[src/rtl/iq_demod_pkg.sv]
// Shared constants, FSM state type and quarter-wave sine helper for the I/Q demodulator.
package iq_demod_pkg;

    localparam int PHASE_WIDTH_DEF  = 10;
    localparam int SAMPLE_WIDTH_DEF = 8;
    localparam int AMP_WIDTH_DEF    = 8;
    localparam int LEN_WIDTH_DEF    = 10;
    localparam int ACC_WIDTH_DEF    = 24;

    localparam int LUT_AMP       = 2**(AMP_WIDTH_DEF-1) - 1;
    localparam int QUARTER_DEPTH = 2**(PHASE_WIDTH_DEF-2);

    typedef enum logic [1:0] {
        IDLE  = 2'd0,
        INTEG = 2'd1,
        DRAIN = 2'd2,
        HOLD  = 2'd3
    } state_e;

    localparam int     FRAC  = 28;
    localparam longint PI_FX = 64'sd843314857;  // round(pi * 2^28)

    // round(amp * sin(pi/2 * k/depth)) by fixed-point Taylor series; only ever
    // called with constant arguments, so it folds to table contents.
    function automatic int quarter_sin(input int k, input int depth, input int amp);
        longint x, x2, term, sum;
        x    = (longint'(k) * PI_FX) / longint'(2 * depth);
        x2   = (x * x) >>> FRAC;
        term = x;
        sum  = x;
        for (int n = 1; n <= 7; n++) begin
            term = -((term * x2) >>> FRAC) / longint'((2 * n) * (2 * n + 1));
            sum  = sum + term;
        end
        return int'((sum * longint'(amp) + (64'sd1 <<< (FRAC - 1))) >>> FRAC);
    endfunction

endpackage

[src/rtl/sincos_lut.sv]
// Registered cos/sin lookup from a quarter-wave table with quadrant folding (one pipeline stage).
module sincos_lut
    import iq_demod_pkg::*;
#(
    parameter int PHASE_WIDTH = PHASE_WIDTH_DEF,
    parameter int AMP_WIDTH   = AMP_WIDTH_DEF
) (
    input  logic                        clk,
    input  logic                        rst,
    input  logic                        en,
    input  logic [PHASE_WIDTH-1:0]      phase,
    output logic signed [AMP_WIDTH-1:0] cos_out,
    output logic signed [AMP_WIDTH-1:0] sin_out
);

    localparam int QDEPTH = 2**(PHASE_WIDTH-2);
    localparam int AMP    = 2**(AMP_WIDTH-1) - 1;
    localparam logic [PHASE_WIDTH-2:0] QD_IDX = (PHASE_WIDTH-1)'(QDEPTH);

    // NOTE: the table is constant wiring, not storage, so it needs no reset.
    logic signed [AMP_WIDTH-1:0] rom [QDEPTH+1];
    for (genvar g = 0; g <= QDEPTH; g++) begin : g_rom
        assign rom[g] = AMP_WIDTH'(quarter_sin(g, QDEPTH, AMP));
    end

    logic [1:0]                  quad;
    logic [PHASE_WIDTH-2:0]      k_dir;
    logic [PHASE_WIDTH-2:0]      k_mir;
    logic signed [AMP_WIDTH-1:0] direct;
    logic signed [AMP_WIDTH-1:0] mirror;
    logic signed [AMP_WIDTH-1:0] sin_mag;
    logic signed [AMP_WIDTH-1:0] cos_mag;

    assign quad    = phase[PHASE_WIDTH-1:PHASE_WIDTH-2];
    assign k_dir   = {1'b0, phase[PHASE_WIDTH-3:0]};
    assign k_mir   = QD_IDX - k_dir;
    assign direct  = rom[k_dir];
    assign mirror  = rom[k_mir];
    // Odd quadrants swap the roles of the direct and mirrored reads.
    assign sin_mag = quad[0] ? mirror : direct;
    assign cos_mag = quad[0] ? direct : mirror;

    // NOTE: registers are updated with <= so every stage samples pre-edge values.
    always_ff @(posedge clk or posedge rst) begin
        if (rst) begin
            cos_out <= '0;
            sin_out <= '0;
        end else if (en) begin
            sin_out <= quad[1] ? -sin_mag : sin_mag;
            cos_out <= (quad[0] ^ quad[1]) ? -cos_mag : cos_mag;
        end
    end

endmodule

[src/rtl/iq_demod_integrator.sv]
// I/Q demodulating integrator: mixes ADC samples with cos/sin of the NCO phase and sums over a window.
// Optional threshold discriminator output enabled by defining IQ_DEMOD_THRESHOLD_EN.
module iq_demod_integrator
    import iq_demod_pkg::*;
#(
    parameter int PHASE_WIDTH  = PHASE_WIDTH_DEF,
    parameter int SAMPLE_WIDTH = SAMPLE_WIDTH_DEF,
    parameter int AMP_WIDTH    = AMP_WIDTH_DEF,
    parameter int LEN_WIDTH    = LEN_WIDTH_DEF,
    parameter int ACC_WIDTH    = ACC_WIDTH_DEF
) (
    input  logic                           clk,
    input  logic                           rst,
    input  logic                           len_wr_en,
    input  logic [LEN_WIDTH-1:0]           len_in,
    input  logic                           start,
    input  logic                           sample_valid,
    input  logic signed [SAMPLE_WIDTH-1:0] sample_in,
    input  logic [PHASE_WIDTH-1:0]         phase_in,
    output logic                           busy,
    output logic                           iq_valid,
    input  logic                           iq_ready,
    output logic signed [ACC_WIDTH-1:0]    i_out,
    output logic signed [ACC_WIDTH-1:0]    q_out
`ifdef IQ_DEMOD_THRESHOLD_EN
    ,
    input  logic signed [ACC_WIDTH-1:0]    thr_in,
    output logic                           state_out
`endif
);

    localparam int PROD_WIDTH = SAMPLE_WIDTH + AMP_WIDTH;

    state_e                          state;
    logic [LEN_WIDTH-1:0]            len_reg;
    logic [LEN_WIDTH-1:0]            cnt;
    logic [1:0]                      drain_cnt;
    logic                            accept;
    logic                            launch;
    logic                            s1_valid;
    logic                            s2_valid;
    logic signed [SAMPLE_WIDTH-1:0]  s1_sample;
    logic signed [AMP_WIDTH-1:0]     s1_cos;
    logic signed [AMP_WIDTH-1:0]     s1_sin;
    logic signed [PROD_WIDTH-1:0]    s2_prod_i;
    logic signed [PROD_WIDTH-1:0]    s2_prod_q;
    logic signed [ACC_WIDTH-1:0]     acc_i;
    logic signed [ACC_WIDTH-1:0]     acc_q;

    assign accept = (state == INTEG) && sample_valid;
    assign launch = (state == IDLE) && start && (len_reg != '0);
    assign busy   = (state != IDLE);

    sincos_lut #(
        .PHASE_WIDTH (PHASE_WIDTH),
        .AMP_WIDTH   (AMP_WIDTH)
    ) u_lut (
        .clk     (clk),
        .rst     (rst),
        .en      (accept),
        .phase   (phase_in),
        .cos_out (s1_cos),
        .sin_out (s1_sin)
    );

    always_ff @(posedge clk or posedge rst) begin
        if (rst) begin
            len_reg <= '0;
        end else if (len_wr_en) begin
            len_reg <= len_in;
        end
    end

    // Valids flow every cycle; data registers only load behind a valid.
    always_ff @(posedge clk or posedge rst) begin
        if (rst) begin
            s1_valid  <= 1'b0;
            s2_valid  <= 1'b0;
            s1_sample <= '0;
            s2_prod_i <= '0;
            s2_prod_q <= '0;
            acc_i     <= '0;
            acc_q     <= '0;
        end else begin
            s1_valid <= accept;
            s2_valid <= s1_valid;
            if (accept) begin
                s1_sample <= sample_in;
            end
            if (s1_valid) begin
                s2_prod_i <= s1_sample * s1_cos;
                s2_prod_q <= s1_sample * s1_sin;
            end
            if (launch) begin
                acc_i <= '0;
                acc_q <= '0;
            end else if (s2_valid) begin
                acc_i <= acc_i + ACC_WIDTH'(s2_prod_i);
                acc_q <= acc_q - ACC_WIDTH'(s2_prod_q);
            end
        end
    end

    always_ff @(posedge clk or posedge rst) begin
        if (rst) begin
            state     <= IDLE;
            cnt       <= '0;
            drain_cnt <= '0;
            iq_valid  <= 1'b0;
            i_out     <= '0;
            q_out     <= '0;
`ifdef IQ_DEMOD_THRESHOLD_EN
            state_out <= 1'b0;
`endif
        end else begin
            case (state)
                IDLE: begin
                    if (launch) begin
                        cnt   <= len_reg;
                        state <= INTEG;
                    end
                end
                INTEG: begin
                    if (sample_valid) begin
                        cnt <= cnt - LEN_WIDTH'(1);
                        if (cnt == LEN_WIDTH'(1)) begin
                            drain_cnt <= '0;
                            state     <= DRAIN;
                        end
                    end
                end
                DRAIN: begin
                    // Two cycles let the last product pass S2 and land in S3.
                    if (drain_cnt == 2'd2) begin
                        i_out    <= acc_i;
                        q_out    <= acc_q;
                        iq_valid <= 1'b1;
`ifdef IQ_DEMOD_THRESHOLD_EN
                        state_out <= (acc_i > thr_in);
`endif
                        state    <= HOLD;
                    end else begin
                        drain_cnt <= drain_cnt + 2'd1;
                    end
                end
                HOLD: begin
                    if (iq_ready) begin
                        iq_valid <= 1'b0;
                        state    <= IDLE;
                    end
                end
                default: state <= IDLE;
            endcase
        end
    end

endmodule

[config.mk]
export PLATFORM = sky130hd
export DESIGN_NAME = iq_demod_integrator
export DESIGN_NICKNAME = d
export VERILOG_FILES = /design/src/rtl/iq_demod_pkg.sv /design/src/rtl/sincos_lut.sv /design/src/rtl/iq_demod_integrator.sv
export SDC_FILE = /design/constraint.sdc
export NUM_CORES = 1
export LEC_CHECK = 0
export ABC_AREA = 1
export BUFFER_PORTS_ARGS = -buffer_cell sky130_fd_sc_hd__buf_2
export CAP_MARGIN = 10
export CELL_PAD_IN_SITES_DETAIL_PLACEMENT = 1
export CELL_PAD_IN_SITES_GLOBAL_PLACEMENT = 1
export CORE_MARGIN = 1.5
export CORE_UTILIZATION = 45
export CTS_BUF_LIST = sky130_fd_sc_hd__clkbuf_8 sky130_fd_sc_hd__clkbuf_16
export DETAILED_ROUTE_END_ITERATION = 10
export GPL_ROUTABILITY_DRIVEN = 1
export PLACE_DENSITY = 0.8
export SETUP_SLACK_MARGIN = 0.2
export SKIP_CTS_REPAIR_TIMING = 1
export SLEW_MARGIN = 5
export SYNTH_ARGS = -nofsm -noshare
export SYNTH_HDL_FRONTEND = slang
export SYNTH_SLANG_ARGS = --single-unit
[constraint.sdc]
create_clock -name clk -period 15.4 [get_ports clk]
set_clock_uncertainty 0.1 [all_clocks]
set_input_delay 1.54 -clock clk [delete_from_list [all_inputs] [get_ports clk]]
set_output_delay 1.54 -clock clk [all_outputs]
set_load 0.1 [all_outputs]
==> results.md <==
* Synth unique cells at 49
* DR WL/cell at ~17 um
* Drt initial violations at 622
* Port Buffers at 83
* Placer Congestion at about 0.9
* Synth warn at 0
* Area growth syn-to-layout at 7.556%
* Critical Path Sink Type: flip-flop
* Remaining antenna violation count at 0
* Most frequent cells in the layout: nand2_1 (641), inv_1 (428), o21ai_0 (207)
* CTS H-tree depth at 4
* Most common cell after layout, fill and taps aside: nand2_1
* WP data arrival at 5710 ps
* Tightest Hold Check Type: reg -> reg
* Max-cap violations at 0
* Die width at between 150 and 200 um
* Number of global-route vias before repair at 16725
* CTS Buf Count at 17
* Diode count at 0
* Tcrit/Tclk final at 0.3568
* Critical path startpoint category: flip-flop
* Fillers at 4964
* Setup TNS at 0 ps
* Mapped Area at 17190 um2
* First-pass GRT wire length at around 82 mm
* HPWL after DPL at roughly 37 mm
* Post-synth EDFFs at 0
* Largest net degree at the start of global routing at 107
* Slew HR at 0.3458
* CP required at around 16000 ps
* Avg Synthesized Cell Area at 7.201 um2
* Crit path kind: reg -> reg
* RSZ-0062 raised after global routing: no
* FP Rows at about 70
* Setup violators final at 0
* Area of the core at 37670 um2
* Gr usage total at 0.2596
* Syn nets at approximately 2700
* TritonRoute pass-1 iters at 5
* DR vias/cell at approximately 5.3
* Die height at between 150 and 200 um
* Final number of hold-violating endpoints at 0
* Worst-Skew Late Latency at ~460 ps
* Fmax at 182.0 MHz
* Tightest Pin Transition at about 980 ps
* Clock root cell: clkbuf_16
* DRC viols at 0
* Crit-path max FO at 17
* Crit path from: s1_sample[2]
* CTS max path bufs at 2
* Die area at 39380 um2
* Mapped Cells at 2387
* GRT Residual Overflow at 0
* Reg clk slew, reported paths at approximately 80 ps
* Starting Density at 0.4563
* Seq/Total Area, Yosys at 0.2606
* Share of cells above drive strength 1 at 0.06858
* Total wire length at about 49 mm
* Status: finished clean
* Max-slew violation count at 0
* Hold path start: q_out[13]
* Clock sinks at 179
* Total number of vias at roughly 16000
* CTS tree: yes
* Share of async-settable or async-resettable flops after synthesis at 1.000
* Ys flop type: dfrtp_1
* # IOs at 84
* Seq cells post-synth at 179
* Total Nets Final at 2669
* Worst flop-to-flop path startpoint: s1_sample[2]
* Final min period at around 5500 ps
* Initial antenna violation count at 0
critical path, cell delays in order (launching register included):
cell,delay (ps)
dfrtp_1,810
nand2_1,180
fa_1,520
fa_1,610
inv_1,70
fa_1,530
inv_1,50
fa_1,530
inv_1,50
ha_1,340
a21oi_1,180
nand2_1,70
nand2_1,80
nand2_1,60
a21oi_1,190
inv_1,70
a21oi_1,110
o21ai_0,140
nand2_1,90
nand2_1,50
a21oi_1,150
xor2_1,240
o21ai_0,110
stage by stage:
| stage | hold WS [ps] | instance area (um2) | setup slack [ps] | cells | util |
|---|---|---|---|---|---|
| floorplan | 297.6 | 17190 | 8901 | 2387 | - |
| finish | 379.2 | 18490 | 9905 | 2917 | 0.4908 |
| detailed placement | 367.9 | 17820 | 9524 | 2884 | 0.4731 |
| global placement | 360.6 | 17820 | 9793 | 2884 | 0.4731 |
| CTS | 385.4 | 18460 | 9894 | 2916 | 0.4901 |
| global route | 405.8 | 18490 | 9461 | 2917 | 0.4908 |
logic make-up (layout without fill, tap and decap cells):
family,after synthesis,in the layout,share of synthesized area
AND/OR/NAND/NOR,935,935,0.2220
buffers and inverters,542,561,0.1236
multiplexers,9,9,0.005897
adder cells (fa/ha/maj),242,242,0.2251
XOR/XNOR,53,53,0.02744
AO/OA/AOI/OAI,427,427,0.1354
flip-flops,179,179,0.2606
area by class of cell:
cell class	instances	area [um2]	share of cell area
sequential	179	4479	0.2423
timing repair buffer	90	488.0	0.02640
clock inverter	14	198.9	0.01076
inverter	439	1655	0.08954
clock buffer	18	439.2	0.02376
tap	511	639.4	0.03459
multi-input combinational	1666	10590	0.5727
cells in the mapped netlist, drive strengths merged (8+ instances only):
cell | count | share of area
fa | 112 | 0.13
dfrtp | 179 | 0.26
nor2 | 112 | 0.026
nand2 | 651 | 0.14
ha | 130 | 0.095
nand4 | 12 | 0.0044
xnor2 | 26 | 0.013
mux2 | 9 | 0.0059
nand3 | 144 | 0.043
xor2 | 27 | 0.014
inv | 438 | 0.096
clkbuf | 66 | 0.014
a31oi | 8 | 0.0029
a21oi | 123 | 0.036
o21ai | 217 | 0.063
o22ai | 27 | 0.0098
buf | 37 | 0.013
o211ai | 20 | 0.0087
path summary, 6_finish.rpt:
path                       depth (start not counted)  slack [ps]            end
max                                               22        9910  s2_prod_q[14]
min                                                2         380      q_out[13]
max reg2reg                                       22        9910  s2_prod_q[14]
min reg2reg                                        2         380      q_out[13]
max in group asynchronous                          3       12590      acc_q[15]
min in group asynchronous                          2        1130         cnt[5]
per-layer routing:
layer,up-vias,GRT usage,wire [um]
li1,7519,-,-
met1,7724,0.3299,22150
met2,262,0.4548,23790
met3,89,0.03188,1381
met4,0,0.09007,1349
met5,-,0,0
Power is left out: the tool's default activity adds up to more than one toggle a clock period on the data nets, which glitch-free logic cannot reach.
